$ cat src/rtl/lfsr_pkg.sv
// rtl/lfsr_pkg.sv - shared types and constants for the LFSR random byte controller
//
// Contents:
//   lfsr_state_e   : controller FSM state encoding
//   CFG_ADDR_*     : configuration register addresses on cfg_addr
//   RST_*          : power-on / reset values of config registers and LFSR state
package lfsr_pkg;

    typedef enum logic [2:0] {
        ST_IDLE    = 3'd0,
        ST_LOAD    = 3'd1,
        ST_WARM    = 3'd2,
        ST_GEN     = 3'd3,
        ST_PRESENT = 3'd4
    } lfsr_state_e;

    localparam logic [1:0] CFG_ADDR_SEED = 2'd0;
    localparam logic [1:0] CFG_ADDR_TAPS = 2'd1;
    localparam logic [1:0] CFG_ADDR_BLEN = 2'd2;
    localparam logic [1:0] CFG_ADDR_RSVD = 2'd3;

    localparam logic [15:0] RST_SEED  = 16'h0001;
    localparam logic [15:0] RST_TAPS  = 16'hB400;
    localparam logic [7:0]  RST_BLEN  = 8'd16;
    localparam logic [15:0] RST_STATE = 16'h0001;

endpackage

$ cat src/rtl/lfsr_ctrl_if.sv
// rtl/lfsr_ctrl_if.sv - config, control and byte-stream signals of lfsr_ctrl
//
// Signals:
//   cfg_we, cfg_addr, cfg_wdata : config register write port
//   start, abort                : burst control
//   rnd_data, rnd_valid         : random byte stream out, rnd_ready from sink
//   io_oeb                      : pad output enables (active-low)
//   busy, done                  : status
// Modports:
//   master : the controlling side (drives config/control/ready)
//   slave  : the lfsr_ctrl block
interface lfsr_ctrl_if #(
    parameter int WIDTH = 16
);
    logic             cfg_we;
    logic [1:0]       cfg_addr;
    logic [WIDTH-1:0] cfg_wdata;
    logic             start;
    logic             abort;
    logic [7:0]       rnd_data;
    logic             rnd_valid;
    logic             rnd_ready;
    logic [7:0]       io_oeb;
    logic             busy;
    logic             done;

    modport master (
        output cfg_we, cfg_addr, cfg_wdata, start, abort, rnd_ready,
        input  rnd_data, rnd_valid, io_oeb, busy, done
    );

    modport slave (
        input  cfg_we, cfg_addr, cfg_wdata, start, abort, rnd_ready,
        output rnd_data, rnd_valid, io_oeb, busy, done
    );
endinterface

$ cat src/rtl/lfsr_core.sv
// rtl/lfsr_core.sv - Fibonacci-style LFSR register with load and step controls
//
// Ports:
//   clk, rst_n : clock, asynchronous active-low reset (state resets to 1)
//   i_load     : load i_seed into the state (has priority over i_step)
//   i_step     : advance one LFSR step
//   i_seed     : value loaded on i_load
//   i_taps     : feedback tap mask
//   o_state    : current LFSR state
module lfsr_core
    import lfsr_pkg::*;
#(
    parameter int WIDTH = 16
) (
    input  logic             clk,
    input  logic             rst_n,
    input  logic             i_load,
    input  logic             i_step,
    input  logic [WIDTH-1:0] i_seed,
    input  logic [WIDTH-1:0] i_taps,
    output logic [WIDTH-1:0] o_state
);

    logic [WIDTH-1:0] r_state;
    logic             w_fb;

    // Feedback is the parity of the tapped bits; it enters at the LSB.
    assign w_fb = ^(r_state & i_taps);

    always_ff @(posedge clk or negedge rst_n) begin
        if (!rst_n) begin
            r_state <= WIDTH'(RST_STATE);
        end else if (i_load) begin
            r_state <= i_seed;
        end else if (i_step) begin
            r_state <= {r_state[WIDTH-2:0], w_fb};
        end
    end

    assign o_state = r_state;

endmodule

$ cat src/rtl/lfsr_ctrl.sv
// rtl/lfsr_ctrl.sv - burst controller producing LFSR random bytes over a valid/ready stream
//
// Ports:
//   wb_clk_i  : clock
//   wb_rst_ni : asynchronous active-low reset
//   bus       : lfsr_ctrl_if.slave (config writes, start/abort, byte stream, pad enables, status)
// Parameters:
//   WIDTH  : LFSR state/seed/tap width
//   WARMUP : LFSR steps discarded after each seed load (0 = none)
module lfsr_ctrl
    import lfsr_pkg::*;
#(
    parameter int WIDTH  = 16,
    parameter int WARMUP = 16
) (
    input  logic        wb_clk_i,
    input  logic        wb_rst_ni,
    lfsr_ctrl_if.slave  bus
);

    // One shared step counter covers both the warm-up phase and the 8-step byte phase.
    localparam int STEP_MAX = (WARMUP > 8) ? WARMUP : 8;
    localparam int CW       = $clog2(STEP_MAX + 1);
    localparam logic [CW-1:0] WARM_LAST = CW'((WARMUP > 0) ? (WARMUP - 1) : 0);
    localparam logic [CW-1:0] GEN_LAST  = CW'(7);

    lfsr_state_e      r_state;
    lfsr_state_e      w_state_next;
    logic [WIDTH-1:0] r_seed;
    logic [WIDTH-1:0] r_taps;
    logic [7:0]       r_blen;
    logic [7:0]       r_byte_cnt;
    logic [CW-1:0]    r_step_cnt;
    logic             r_done;

    logic [WIDTH-1:0] w_lfsr;
    logic             w_load;
    logic             w_step;
    logic             w_hs;
    logic             w_busy;
    logic             w_valid;
    logic [7:0]       w_byte_cnt_inc;
    logic             w_last_byte;
    logic             w_cfg_en;
    logic             w_unused_state;

    assign w_busy  = (r_state != ST_IDLE);
    assign w_valid = (r_state == ST_PRESENT);
    assign w_hs    = w_valid & bus.rnd_ready;

    // 8-bit wrap makes blen=0 complete after the 256th byte.
    assign w_byte_cnt_inc = r_byte_cnt + 8'd1;
    assign w_last_byte    = (w_byte_cnt_inc == r_blen);

    assign w_cfg_en = bus.cfg_we & ~w_busy;

    // ------------------------------------------------------------------
    // FSM next state and LFSR controls. abort suppresses load/step so the
    // LFSR keeps its value when a burst is cut short.
    // ------------------------------------------------------------------
    always_comb begin
        w_state_next = r_state;
        w_load       = 1'b0;
        w_step       = 1'b0;
        case (r_state)
            ST_IDLE: begin
                if (bus.start && !bus.abort) begin
                    w_state_next = ST_LOAD;
                end
            end
            ST_LOAD: begin
                if (bus.abort) begin
                    w_state_next = ST_IDLE;
                end else begin
                    w_load       = 1'b1;
                    w_state_next = (WARMUP > 0) ? ST_WARM : ST_GEN;
                end
            end
            ST_WARM: begin
                if (bus.abort) begin
                    w_state_next = ST_IDLE;
                end else begin
                    w_step = 1'b1;
                    if (r_step_cnt == WARM_LAST) begin
                        w_state_next = ST_GEN;
                    end
                end
            end
            ST_GEN: begin
                if (bus.abort) begin
                    w_state_next = ST_IDLE;
                end else begin
                    w_step = 1'b1;
                    if (r_step_cnt == GEN_LAST) begin
                        w_state_next = ST_PRESENT;
                    end
                end
            end
            ST_PRESENT: begin
                if (bus.abort) begin
                    w_state_next = ST_IDLE;
                end else if (w_hs) begin
                    w_state_next = w_last_byte ? ST_IDLE : ST_GEN;
                end
            end
            default: begin
                w_state_next = ST_IDLE;
            end
        endcase
    end

    always_ff @(posedge wb_clk_i or negedge wb_rst_ni) begin
        if (!wb_rst_ni) begin
            r_state <= ST_IDLE;
        end else begin
            r_state <= w_state_next;
        end
    end

    // Step counter restarts on every state change so each phase counts from 0.
    always_ff @(posedge wb_clk_i or negedge wb_rst_ni) begin
        if (!wb_rst_ni) begin
            r_step_cnt <= '0;
        end else if (r_state != w_state_next) begin
            r_step_cnt <= '0;
        end else if (w_step) begin
            r_step_cnt <= r_step_cnt + CW'(1);
        end
    end

    // A handshake coinciding with abort still counts as delivered, but only
    // a normal final handshake raises done.
    always_ff @(posedge wb_clk_i or negedge wb_rst_ni) begin
        if (!wb_rst_ni) begin
            r_byte_cnt <= '0;
            r_done     <= 1'b0;
        end else begin
            if (w_load) begin
                r_byte_cnt <= '0;
            end else if (w_hs) begin
                r_byte_cnt <= w_byte_cnt_inc;
            end
            r_done <= w_hs & w_last_byte & ~bus.abort;
        end
    end

    // Config registers are writable only while idle.
    always_ff @(posedge wb_clk_i or negedge wb_rst_ni) begin
        if (!wb_rst_ni) begin
            r_seed <= WIDTH'(RST_SEED);
            r_taps <= WIDTH'(RST_TAPS);
            r_blen <= RST_BLEN;
        end else if (w_cfg_en) begin
            case (bus.cfg_addr)
                CFG_ADDR_SEED: r_seed <= (bus.cfg_wdata == '0) ? WIDTH'(1) : bus.cfg_wdata;
                CFG_ADDR_TAPS: r_taps <= bus.cfg_wdata;
                CFG_ADDR_BLEN: r_blen <= bus.cfg_wdata[7:0];
                CFG_ADDR_RSVD: ;
                default: ;
            endcase
        end
    end

    lfsr_core #(
        .WIDTH (WIDTH)
    ) u_core (
        .clk     (wb_clk_i),
        .rst_n   (wb_rst_ni),
        .i_load  (w_load),
        .i_step  (w_step),
        .i_seed  (r_seed),
        .i_taps  (r_taps),
        .o_state (w_lfsr)
    );

    // Only the low byte reaches the pads.
    assign w_unused_state = ^w_lfsr[WIDTH-1:8];

    assign bus.rnd_valid = w_valid;
    assign bus.rnd_data  = w_valid ? w_lfsr[7:0] : 8'h00;
    assign bus.busy      = w_busy;
    assign bus.done      = r_done;
    assign bus.io_oeb    = w_busy ? 8'h00 : 8'hFF;

endmodule

$ cat src/flat_wrapper.sv
// flat-port wrapper written by rule: the top's interface ports become plain ports
module lfsr_ctrl_flat import lfsr_pkg::*;
#(
    parameter int WIDTH  = 16,
    parameter int WARMUP = 16
)
  (wb_clk_i, wb_rst_ni, bus_cfg_we, bus_cfg_addr, bus_cfg_wdata, bus_start, bus_abort, bus_rnd_ready, bus_rnd_data, bus_rnd_valid, bus_io_oeb, bus_busy, bus_done);
  lfsr_ctrl_if #(.WIDTH(WIDTH)) bus_i ();
  input  logic wb_clk_i;
  input  logic wb_rst_ni;
  input wire logic [$bits(bus_i.cfg_we)-1:0] bus_cfg_we;
  input wire logic [$bits(bus_i.cfg_addr)-1:0] bus_cfg_addr;
  input wire logic [$bits(bus_i.cfg_wdata)-1:0] bus_cfg_wdata;
  input wire logic [$bits(bus_i.start)-1:0] bus_start;
  input wire logic [$bits(bus_i.abort)-1:0] bus_abort;
  input wire logic [$bits(bus_i.rnd_ready)-1:0] bus_rnd_ready;
  output wire logic [$bits(bus_i.rnd_data)-1:0] bus_rnd_data;
  output wire logic [$bits(bus_i.rnd_valid)-1:0] bus_rnd_valid;
  output wire logic [$bits(bus_i.io_oeb)-1:0] bus_io_oeb;
  output wire logic [$bits(bus_i.busy)-1:0] bus_busy;
  output wire logic [$bits(bus_i.done)-1:0] bus_done;
  assign bus_i.cfg_we = bus_cfg_we;
  assign bus_i.cfg_addr = bus_cfg_addr;
  assign bus_i.cfg_wdata = bus_cfg_wdata;
  assign bus_i.start = bus_start;
  assign bus_i.abort = bus_abort;
  assign bus_i.rnd_ready = bus_rnd_ready;
  assign bus_rnd_data = bus_i.rnd_data;
  assign bus_rnd_valid = bus_i.rnd_valid;
  assign bus_io_oeb = bus_i.io_oeb;
  assign bus_busy = bus_i.busy;
  assign bus_done = bus_i.done;
  lfsr_ctrl #(.WIDTH(WIDTH), .WARMUP(WARMUP)) u_core (.wb_clk_i(wb_clk_i), .wb_rst_ni(wb_rst_ni), .bus(bus_i));
endmodule
$ cat config.mk
export PLATFORM = sky130hd
export DESIGN_NAME = lfsr_ctrl_flat
export DESIGN_NICKNAME = d
export VERILOG_FILES = /design/src/rtl/lfsr_pkg.sv /design/src/rtl/lfsr_ctrl_if.sv /design/src/rtl/lfsr_core.sv /design/src/rtl/lfsr_ctrl.sv /design/src/flat_wrapper.sv
export SDC_FILE = /design/constraint.sdc
export NUM_CORES = 1
export LEC_CHECK = 0
export BUFFER_PORTS_ARGS = -buffer_cell sky130_fd_sc_hd__buf_2
export CORE_UTILIZATION = 30
export CTS_CLUSTER_SIZE = 40
export DETAILED_ROUTE_END_ITERATION = 7
export PLACE_DENSITY = 0.56
export SLEW_MARGIN = 0
export SYNTH_ARGS = -nofsm -noshare
export SYNTH_HDL_FRONTEND = slang
export SYNTH_SLANG_ARGS = --single-unit
$ cat constraint.sdc
create_clock -name wb_clk_i -period 2.5 [get_ports wb_clk_i]
set_input_delay 0.5 -clock wb_clk_i [delete_from_list [all_inputs] [get_ports wb_clk_i]]
set_output_delay 0.5 -clock wb_clk_i [all_outputs]
set_load 0.005 [all_outputs]
==> flow_summary.rst, run 1 <==
.. list-table::
   :header-rows: 1

   * - Metric
     - Value
   * - Aggregate routed wire length
     - 8990 microns
   * - Number of antenna cells inserted
     - 0
   * - Area after DPL
     - 4140 sq um
   * - Area growth, synth to finish
     - 17.3%
   * - Vert. Die Dim
     - 115 microns
   * - DRC viols
     - 0
   * - Via count of the first global-routing pass
     - 2911
   * - Dominant synthesized flop cell
     - dfrtp_1
   * - Routed vias/inst
     - 5.05
   * - Maximum fanout along the worst path
     - 6
   * - Setup skew after layout
     - 7.00 ps
   * - GR Layer Usage met3
     - 2.75%
   * - Number of placement rows
     - 40
   * - Fraction of final layout cells with drive strength greater than 1
     - 25.4%
   * - CTS sink count
     - 73
   * - Antenna violations before repair
     - 0
   * - Count of TritonRoute iterations in the first routing pass
     - 4
   * - CTS tree
     - built
   * - GRT Overall Usage
     - 14.9%
   * - Number of buffers added by the clock tree synthesis step
     - 9
   * - Core region area
     - 12200 sq um
   * - Number of buffers on the longest clock path
     - 2
   * - Register bit total from synthesis
     - 73
   * - Pin count of the biggest net entering global routing
     - 49
   * - Switching pwr
     - 1.15 mW
   * - Worst min-delay path class
     - in -> async
   * - Global-route wire length before repair
     - 15100 microns
   * - Final cell utilization of the core
     - 36.7%
   * - Critical path endpoint category
     - register
   * - Clock power frac
     - 34.2%
   * - Area of all placed cells without fillers
     - 4460 sq um
   * - Count of buffers added by post-CTS timing repair for setup
     - 0
   * - Syn. warnings
     - 0
   * - Met1 Resource Use GR
     - 20.5%
   * - Final Wtd Congestion
     - 0.853
   * - Overall die area
     - 13100 sq um
   * - PnR Total Power
     - 4.10 mW
   * - Horizontal extent of the die
     - 115 microns
   * - Final global-route overflow total
     - 0
   * - Switching fraction of total power
     - 28.2%
   * - Comb power frac
     - 24.1%
   * - Worst R2R Setup Slack
     - 200 ps
   * - Synth cell types
     - 46
   * - Data arrival at the endpoint of the critical path
     - 2490 ps
   * - Critical path cell sequence
     - ha_1 > xor2_1 > a2111oi_1 > o221ai_1 > a2111oi_1 > or4_1 > o21ai_0
   * - Number of setup violations in the final report
     - 0
   * - Post-layout min period
     - 2300 ps
   * - Routed wire per std cell
     - 15.8 microns
   * - Total internal power
     - 2.94 mW
   * - CTS HTree Levels
     - 3
   * - Clock input transition at the sequential cells of the worst setup and hold paths
     - 60 ps
   * - Required @ worst endpoint
     - 2690 ps
   * - Post-Syn Instances
     - 365
   * - Synthesized area divided by synthesized cell count
     - 10.4 sq um
   * - Met2 global-route usage
     - 23.0%
   * - Type of element launching the critical path
     - register
   * - Fmax achieved
     - 435 MHz
   * - EDFF count, synth
     - 0
   * - Post-Route Hold Slack
     - 189 ps
   * - Number of port buffers
     - 42
   * - Endpoint of the most critical register-to-register path
     - u_core.r_state[0]$_DFF_PN0_
   * - Slowest stage delay, CP
     - 430 ps
   * - Initial core utilization
     - 31.3%
   * - Sequential cell fraction of total power
     - 41.6%
   * - Power per cell area
     - 918 nW/um^2
   * - Type of the worst setup path
     - reg -> reg
   * - Fillcell total
     - 1202
   * - Leakage Power
     - 1.91 nW
   * - Final net count
     - 423
   * - Critical R2R Launch
     - u_core.r_byte_cnt[0]$_DFFE_PN0P_
   * - Fraction of the cycle the final worst path needs
     - 91.9%
   * - Max-cap check violation count
     - 0
   * - Worst-case reg-to-reg path depth
     - 7
   * - Clk Latency, worst-skew pair
     - 330 ps
   * - Dominant cell type by count on the critical path
     - a2111oi_1
   * - Synthesized netlist net count
     - 392
   * - Status
     - complete, no violations
   * - 1st-iter DRT viols
     - 117
   * - Root buffer cell
     - clkbuf_16
   * - Syn Std Cell Area
     - 3800 sq um
   * - Tightest slew margin relative to the limit
     - 57.2%
   * - Via count
     - 2871
   * - Detail Placement HPWL
     - 6490 microns
   * - Residual antenna-violating net count after detailed routing
     - 0
   * - Sequential fraction of the synthesis area
     - 48.3%
   * - Global route hottest layer
     - met2
   * - Async set or reset register ratio after synthesis
     - 100%
   * - Final Max Slew Viols
     - 0
   * - Worst Setup Slack, final
     - 202 ps
   * - Maximum vdd ir drop
     - 356 uV
   * - Master of the slowest instance on the critical path
     - dfrtp_1
   * - Post-placement worst setup slack
     - 211 ps
   * - Fin. Hold Viols
     - 0
   * - Hold buffers post-CTS
     - 0
   * - IO Count
     - 43
   * - Slew at the pin closest to its max-slew limit
     - 641 ps
## cell usage after synthesis (3+ instances only)
| cell | number | area share, % |
|---|---|---|
| dfrtp_1 | 66 | 43 |
| o21ai_0 | 31 | 4.1 |
| nand2_1 | 28 | 2.8 |
| mux2_2 | 27 | 8.0 |
| a31oi_1 | 19 | 3.1 |
| nor2_1 | 19 | 1.9 |
| nor2b_1 | 19 | 3.1 |
| xnor2_1 | 17 | 3.9 |
| a22oi_1 | 16 | 3.2 |
| clkbuf_1 | 16 | 1.6 |
| a22o_1 | 13 | 3.0 |
| and3_1 | 12 | 2.0 |
| xor2_1 | 9 | 2.1 |
| buf_4 | 7 | 1.4 |
| dfstp_2 | 7 | 4.8 |
| inv_1 | 5 | 0.49 |
| a21oi_1 | 4 | 0.53 |
| nor4_1 | 4 | 0.66 |
| buf_2 | 3 | 0.39 |
| buf_6 | 3 | 0.89 |
| ha_1 | 3 | 0.99 |
| o22ai_1 | 3 | 0.49 |
## power by group through the flow
stage | combinational, mW | clock [mW] | sequential, mW
final | 0.988 | 1.40 | 1.70
after CTS | 1.00 | 1.42 | 1.70
after floorplan | 0.830 | 0 | 1.63
after global routing | 1.11 | 1.49 | 1.75
after global placement | 0.976 | 0 | 1.72
after detailed placement | 0.992 | 0 | 1.72
## sequential cells by signal (all words and copies together) (netlist names)
name	cells
u_core.u_core.o_state	16
u_core.r_step_cnt	5
u_core.r_state	3
u_core.bus.done	1
u_core.r_blen	8
u_core.r_byte_cnt	8
u_core.r_taps	16
u_core.r_seed	16
## critical path, delay by kind of cell (launching register included)
| family | cells | cell delay (ps) |
|---|---|---|
| AOI/OAI and AO/OA | 4 | 1050 |
| DFF | 1 | 430 |
| adders and majority gates | 1 | 340 |
| and+or+nand+nor | 1 | 190 |
| xor gates and xnor gates | 1 | 150 |
## how the worst max path moves through the flow
stage                                      from                       endpoint  slack [ps]  depth (start not counted)
6_report       u_core.r_byte_cnt[0]$_DFFE_PN0P_    u_core.r_state[0]$_DFF_PN0_         200                          7
5_1_grt        u_core.r_byte_cnt[0]$_DFFE_PN0P_    u_core.r_state[0]$_DFF_PN0_         -90                          7
4_1_cts        u_core.r_byte_cnt[0]$_DFFE_PN0P_    u_core.r_state[0]$_DFF_PN0_         180                          7
3_5_place_dp   u_core.r_byte_cnt[0]$_DFFE_PN0P_    u_core.r_state[0]$_DFF_PN0_         210                          7
3_3_place_gp   u_core.r_byte_cnt[0]$_DFFE_PN0P_    u_core.r_state[0]$_DFF_PN0_         300                          7
2_1_floorplan       u_core.r_state[1]$_DFF_PN0_  u_core.r_seed[10]$_DFFE_PN0P_         470                          6
## what timing repair did
item | CTS | global route
hold endpoints to repair | 0 | 0
endpoints found under the setup margin | 0 | 2
gates resized for setup | 0 | 2
## layer usage
layer | up-vias | wire length, microns
met2 | 61 | 4210
li1 | 1382 | -
met3 | 12 | 315
met5 | - | 0
met1 | 1416 | 4330
met4 | 0 | 131
## final cells by class
type                       count  area, sq um  share of cell area (%)
clock buffer                  14          264                    5.92
sequential                    73         1840                    41.1
clock inverter                 2         60.1                    1.35
inverter                       5         18.8                   0.421
multi-input combinational    256         1780                    40.0
tap                          168          210                    4.71
timing repair buffer          51          290                    6.51
## cells in the final DEF (no fill, tap or decap), types with 2 or more instances in the layout
master / n
a21oi_1: 4
a2111oi_1: 2
mux2_2: 27
o31ai_1: 2
a31oi_1: 19
buf_2: 42
xnor2_1: 17
nor2b_1: 19
clkbuf_1: 3
ha_1: 3
bufinv_16: 2
clkbuf_8: 2
dfstp_2: 7
inv_1: 5
a22oi_1: 16
nand2_1: 28
dfrtp_1: 66
buf_4: 8
a211oi_1: 2
clkbuf_16: 9
o21ai_0: 31
and3_1: 12
a22o_1: 13
mux2i_1: 2
and4b_1: 2
and4_1: 2
nor3_1: 2
xor2_1: 9
nor2_1: 19
nand4_1: 2
nand3_1: 2
o22ai_1: 3
nor4_1: 4
## cells by family (layout without fill, tap and decap cells)
logic type	Yosys count	count (layout)	synth area share, %
and+or+nand+nor	102	102	14.8
buffers and inverters	36	72	4.93
xor gates and xnor gates	26	26	5.99
AOI/OAI and AO/OA	96	96	16.5
muxes	29	29	8.52
adders and majority gates	3	3	0.987
DFF	73	73	48.3
## stage by stage
step                setup TNS, ps  std cells
finish                          0        569
global route                 -144        569
CTS                             0        569
detailed placement              0        553
global placement                0        553
floorplan                       0        365
Power figures use the tool's default switching activity.
==> run 2, diff against run 1 <==
--- a/config.mk
+++ b/config.mk
@@ -6,6 +6,7 @@
 export NUM_CORES = 1
 export LEC_CHECK = 0
 export BUFFER_PORTS_ARGS = -buffer_cell sky130_fd_sc_hd__buf_2
+export CORE_MARGIN = 5
 export CORE_UTILIZATION = 30
 export CTS_CLUSTER_SIZE = 40
 export DETAILED_ROUTE_END_ITERATION = 7
==> run 2 against run 1 <==
Non-clock buffer count increased by 3. Highest routed layer unchanged. Core utilization fell by 1.1 points. First-iteration DRC count grew 21%. Largest cell class unchanged. Register-to-register slack improved by 110 ps. Sequential power about the same. Count of clock-buffer cells in the layout grew 1. Clock power shrank 14%. Via count increased by 0.87%. Sequential cell count did not move. Final cell count rose by 1.2%. Critical path type is now reg -> out.
==> flow_summary.rst, run 2 (synthesis gave the netlist of run 1 again) <==
.. list-table::
   :header-rows: 1

   * - Metric
     - Value
   * - Status
     - complete, no violations (unchanged)
   * - Count of buffers added by post-CTS timing repair for setup
     - 0 (unchanged)
   * - Fraction of the cycle the final worst path needs
     - 90.5% (was 91.9%)
   * - Switching fraction of total power
     - 29.4% (was 28.2%)
   * - Data arrival at the endpoint of the critical path
     - 1760 ps (was 2490 ps)
   * - Post-layout min period
     - 2260 ps (was 2300 ps)
   * - Post-route setup TNS
     - 0 ps (unchanged)
   * - Final cell utilization of the core
     - 35.5% (was 36.7%)
   * - Count of TritonRoute iterations in the first routing pass
     - 5 (was 4)
   * - DRC viols
     - 0 (unchanged)
   * - Dominant cell type by count on the critical path
     - buf_4 (was a2111oi_1)
   * - Switching pwr
     - 1.15 mW (about the same)
   * - 1st-iter DRT viols
     - 141 (was 117)
   * - CTS HTree Levels
     - 3 (unchanged)
   * - Critical path endpoint category
     - primary output (was register)
   * - Number of placement rows
     - 41 (was 40)
   * - Worst min-delay path class
     - in -> async (unchanged)
   * - Clk Latency, worst-skew pair
     - 340 ps (was 330 ps)
   * - GRT Overall Usage
     - 13.1% (was 14.9%)
   * - Setup skew after layout
     - 7.07 ps (was 7.00 ps)
   * - Fin. Hold Viols
     - 0 (unchanged)
   * - Routed wire per std cell
     - 16.2 microns (was 15.8 microns)
   * - Horizontal extent of the die
     - 123 microns (was 115 microns)
   * - Core region area
     - 12500 sq um (was 12200 sq um)
   * - Final global-route overflow total
     - 0 (unchanged)
   * - Final Max Slew Viols
     - 0 (unchanged)
   * - Max-cap check violation count
     - 0 (unchanged)
   * - CTS sink count
     - 73 (unchanged)
   * - Number of setup violations in the final report
     - 0 (unchanged)
   * - Antenna violations before repair
     - 0 (unchanged)
   * - Number of buffers added by the clock tree synthesis step
     - 9 (unchanged)
   * - Leakage Power
     - 1.90 nW (was 1.91 nW)
   * - Type of element launching the critical path
     - register (unchanged)
   * - Hold buffers post-CTS
     - 0 (unchanged)
   * - Tightest slew margin relative to the limit
     - 57.0% (was 57.2%)
   * - IO Count
     - 43 (unchanged)
   * - RSZ-0062 raised after global routing
     - no
   * - CTS tree
     - built (unchanged)
   * - Pin count of the biggest net entering global routing
     - 39 (was 49)
   * - Fraction of final layout cells with drive strength greater than 1
     - 26.1% (was 25.4%)
   * - Initial core utilization
     - 30.4% (was 31.3%)
   * - Comb power frac
     - 25.5% (was 24.1%)
   * - Master of the slowest instance on the critical path
     - dfrtp_1 (unchanged)
   * - Slew at the pin closest to its max-slew limit
     - 646 ps (was 641 ps)
   * - Maximum fanout along the worst path
     - 38 (was 6)
   * - Final Wtd Congestion
     - 0.828 (was 0.853)
   * - Total internal power
     - 2.76 mW (was 2.94 mW)
   * - Power per cell area
     - 879 nW/um^2 (was 918 nW/um^2)
   * - Maximum vdd ir drop
     - 346 uV (was 356 uV)
   * - Clock input transition at the sequential cells of the worst setup and hold paths
     - 50 ps (was 60 ps)
   * - Slowest stage delay, CP
     - 380 ps (was 430 ps)
   * - Vert. Die Dim
     - 123 microns (was 115 microns)
   * - Via count of the first global-routing pass
     - 2879 (was 2911)
   * - Leading cell types in the layout, fill and taps excluded
     - dfrtp_1 (66), buf_2 (42), o21ai_0 (31), nand2_1 (28), mux2_2 (27) (unchanged)
   * - Fmax achieved
     - 442 MHz (was 435 MHz)
   * - Residual antenna-violating net count after detailed routing
     - 0 (unchanged)
   * - Critical path buffers and inverters
     - 3 (was 0)
   * - Area after DPL
     - 4160 sq um (was 4140 sq um)
   * - Type of the worst setup path
     - reg -> out (was reg -> reg)
   * - PnR Total Power
     - 3.91 mW (was 4.10 mW)
   * - Kind of cell with the highest combined delay on the critical path
     - buffers and inverters (was compound AO/OA/AOI/OAI gates)
   * - Clock power frac
     - 30.8% (was 34.2%)
   * - Required @ worst endpoint
     - 2000 ps (was 2690 ps)
   * - Routed vias/inst
     - 5.03 (was 5.05)
   * - Global-route wire length before repair
     - 15100 microns (about the same)
   * - Area growth, synth to finish
     - 17.0% (was 17.3%)
   * - Root buffer cell
     - clkbuf_16 (unchanged)
   * - Number of buffers on the longest clock path
     - 2 (unchanged)
   * - Aggregate routed wire length
     - 9310 microns (was 8990 microns)
   * - Sequential cell fraction of total power
     - 43.6% (was 41.6%)
   * - Area of all placed cells without fillers
     - 4450 sq um (was 4460 sq um)
   * - Overall die area
     - 15000 sq um (was 13100 sq um)
   * - Via count
     - 2896 (was 2871)
   * - Detail Placement HPWL
     - 6730 microns (was 6490 microns)
   * - Number of port buffers
     - 42 (unchanged)
   * - Critical path cell sequence
     - buf_4 > nor2_1 > buf_4 > and3_1 > buf_2 (was ha_1 > xor2_1 > a2111oi_1 > o221ai_1 > a2111oi_1 > or4_1 > o21ai_0)
   * - Final net count
     - 426 (was 423)
   * - Most frequent standard cell in the layout excluding fill and tap cells
     - dfrtp_1 (unchanged)
==> run 2: layout make-up <==
| class | instances | area [sq um] |
|---|---|---|
| Inverter | 5 | 18.8 |
| Multi-Input combinational cell | 256 | 1790 |
| Antenna cell | 1 | 2.50 |
| Clock buffer | 15 | 278 |
| Timing Repair Buffer | 54 | 313 |
| Sequential cell | 73 | 1840 |
| Fill cell | 1252 | 8070 |
| Tap cell | 172 | 215 |
==> run 2: path summary, 6_finish.rpt <==
check	from	to	slack, ps	cells past startpoint
worst max-delay path	u_core.r_state[0]$_DFF_PN0_	bus_rnd_data[6]	240	5
worst min-delay path	wb_rst_ni	u_core.r_blen[3]$_DFFE_PN0P_	190	1
max in group asynchronous	wb_rst_ni	u_core.u_core.o_state[14]$_DFFE_PN0P_	1590	2
worst min register to register	u_core.r_seed[0]$_DFFE_PN1P_	u_core.r_seed[0]$_DFFE_PN1P_	490	2
min in group wb_clk_i	bus_abort	u_core.r_state[2]$_DFF_PN0_	400	2
worst max register to register	u_core.r_byte_cnt[0]$_DFFE_PN0P_	u_core.r_state[0]$_DFF_PN0_	310	7
==> run 2: through the flow <==
step                instances  setup slack (ps)  hold WS [ps]
finish                    576               238           192
global route              575               108           240
CTS                       575               123           199
detailed placement        560               133           477
global placement          560               295           467
floorplan                 365               474           204
==> run 2: repair_timing <==
item / 4_1_cts / 5_1_grt
hold endpoints to repair: 0 / 0
endpoints found under the setup margin: 0 / 2
resized for setup: 0 / 2
==> run 2: power groups by stage <==
stage | sequential [mW] | clock, mW | combinational (mW)
6_report | 1.71 | 1.21 | 0.999
5_1_grt | 1.74 | 1.29 | 1.12
4_1_cts | 1.71 | 1.24 | 1.01
3_5_place_dp | 1.72 | 0 | 0.999
3_3_place_gp | 1.72 | 0 | 0.984
2_1_floorplan | 1.63 | 0 | 0.830
==> run 2: per-layer routing <==
metal,GRT usage [%],share of wire [%],vias to the layer above,routed length (microns)
met5,0,0,-,0
met4,7.07,2.8,0,263
li1,-,-,1389,-
met3,3.04,5.3,18,490
met1,16.6,45,1422,4170
met2,20.6,47,67,4380
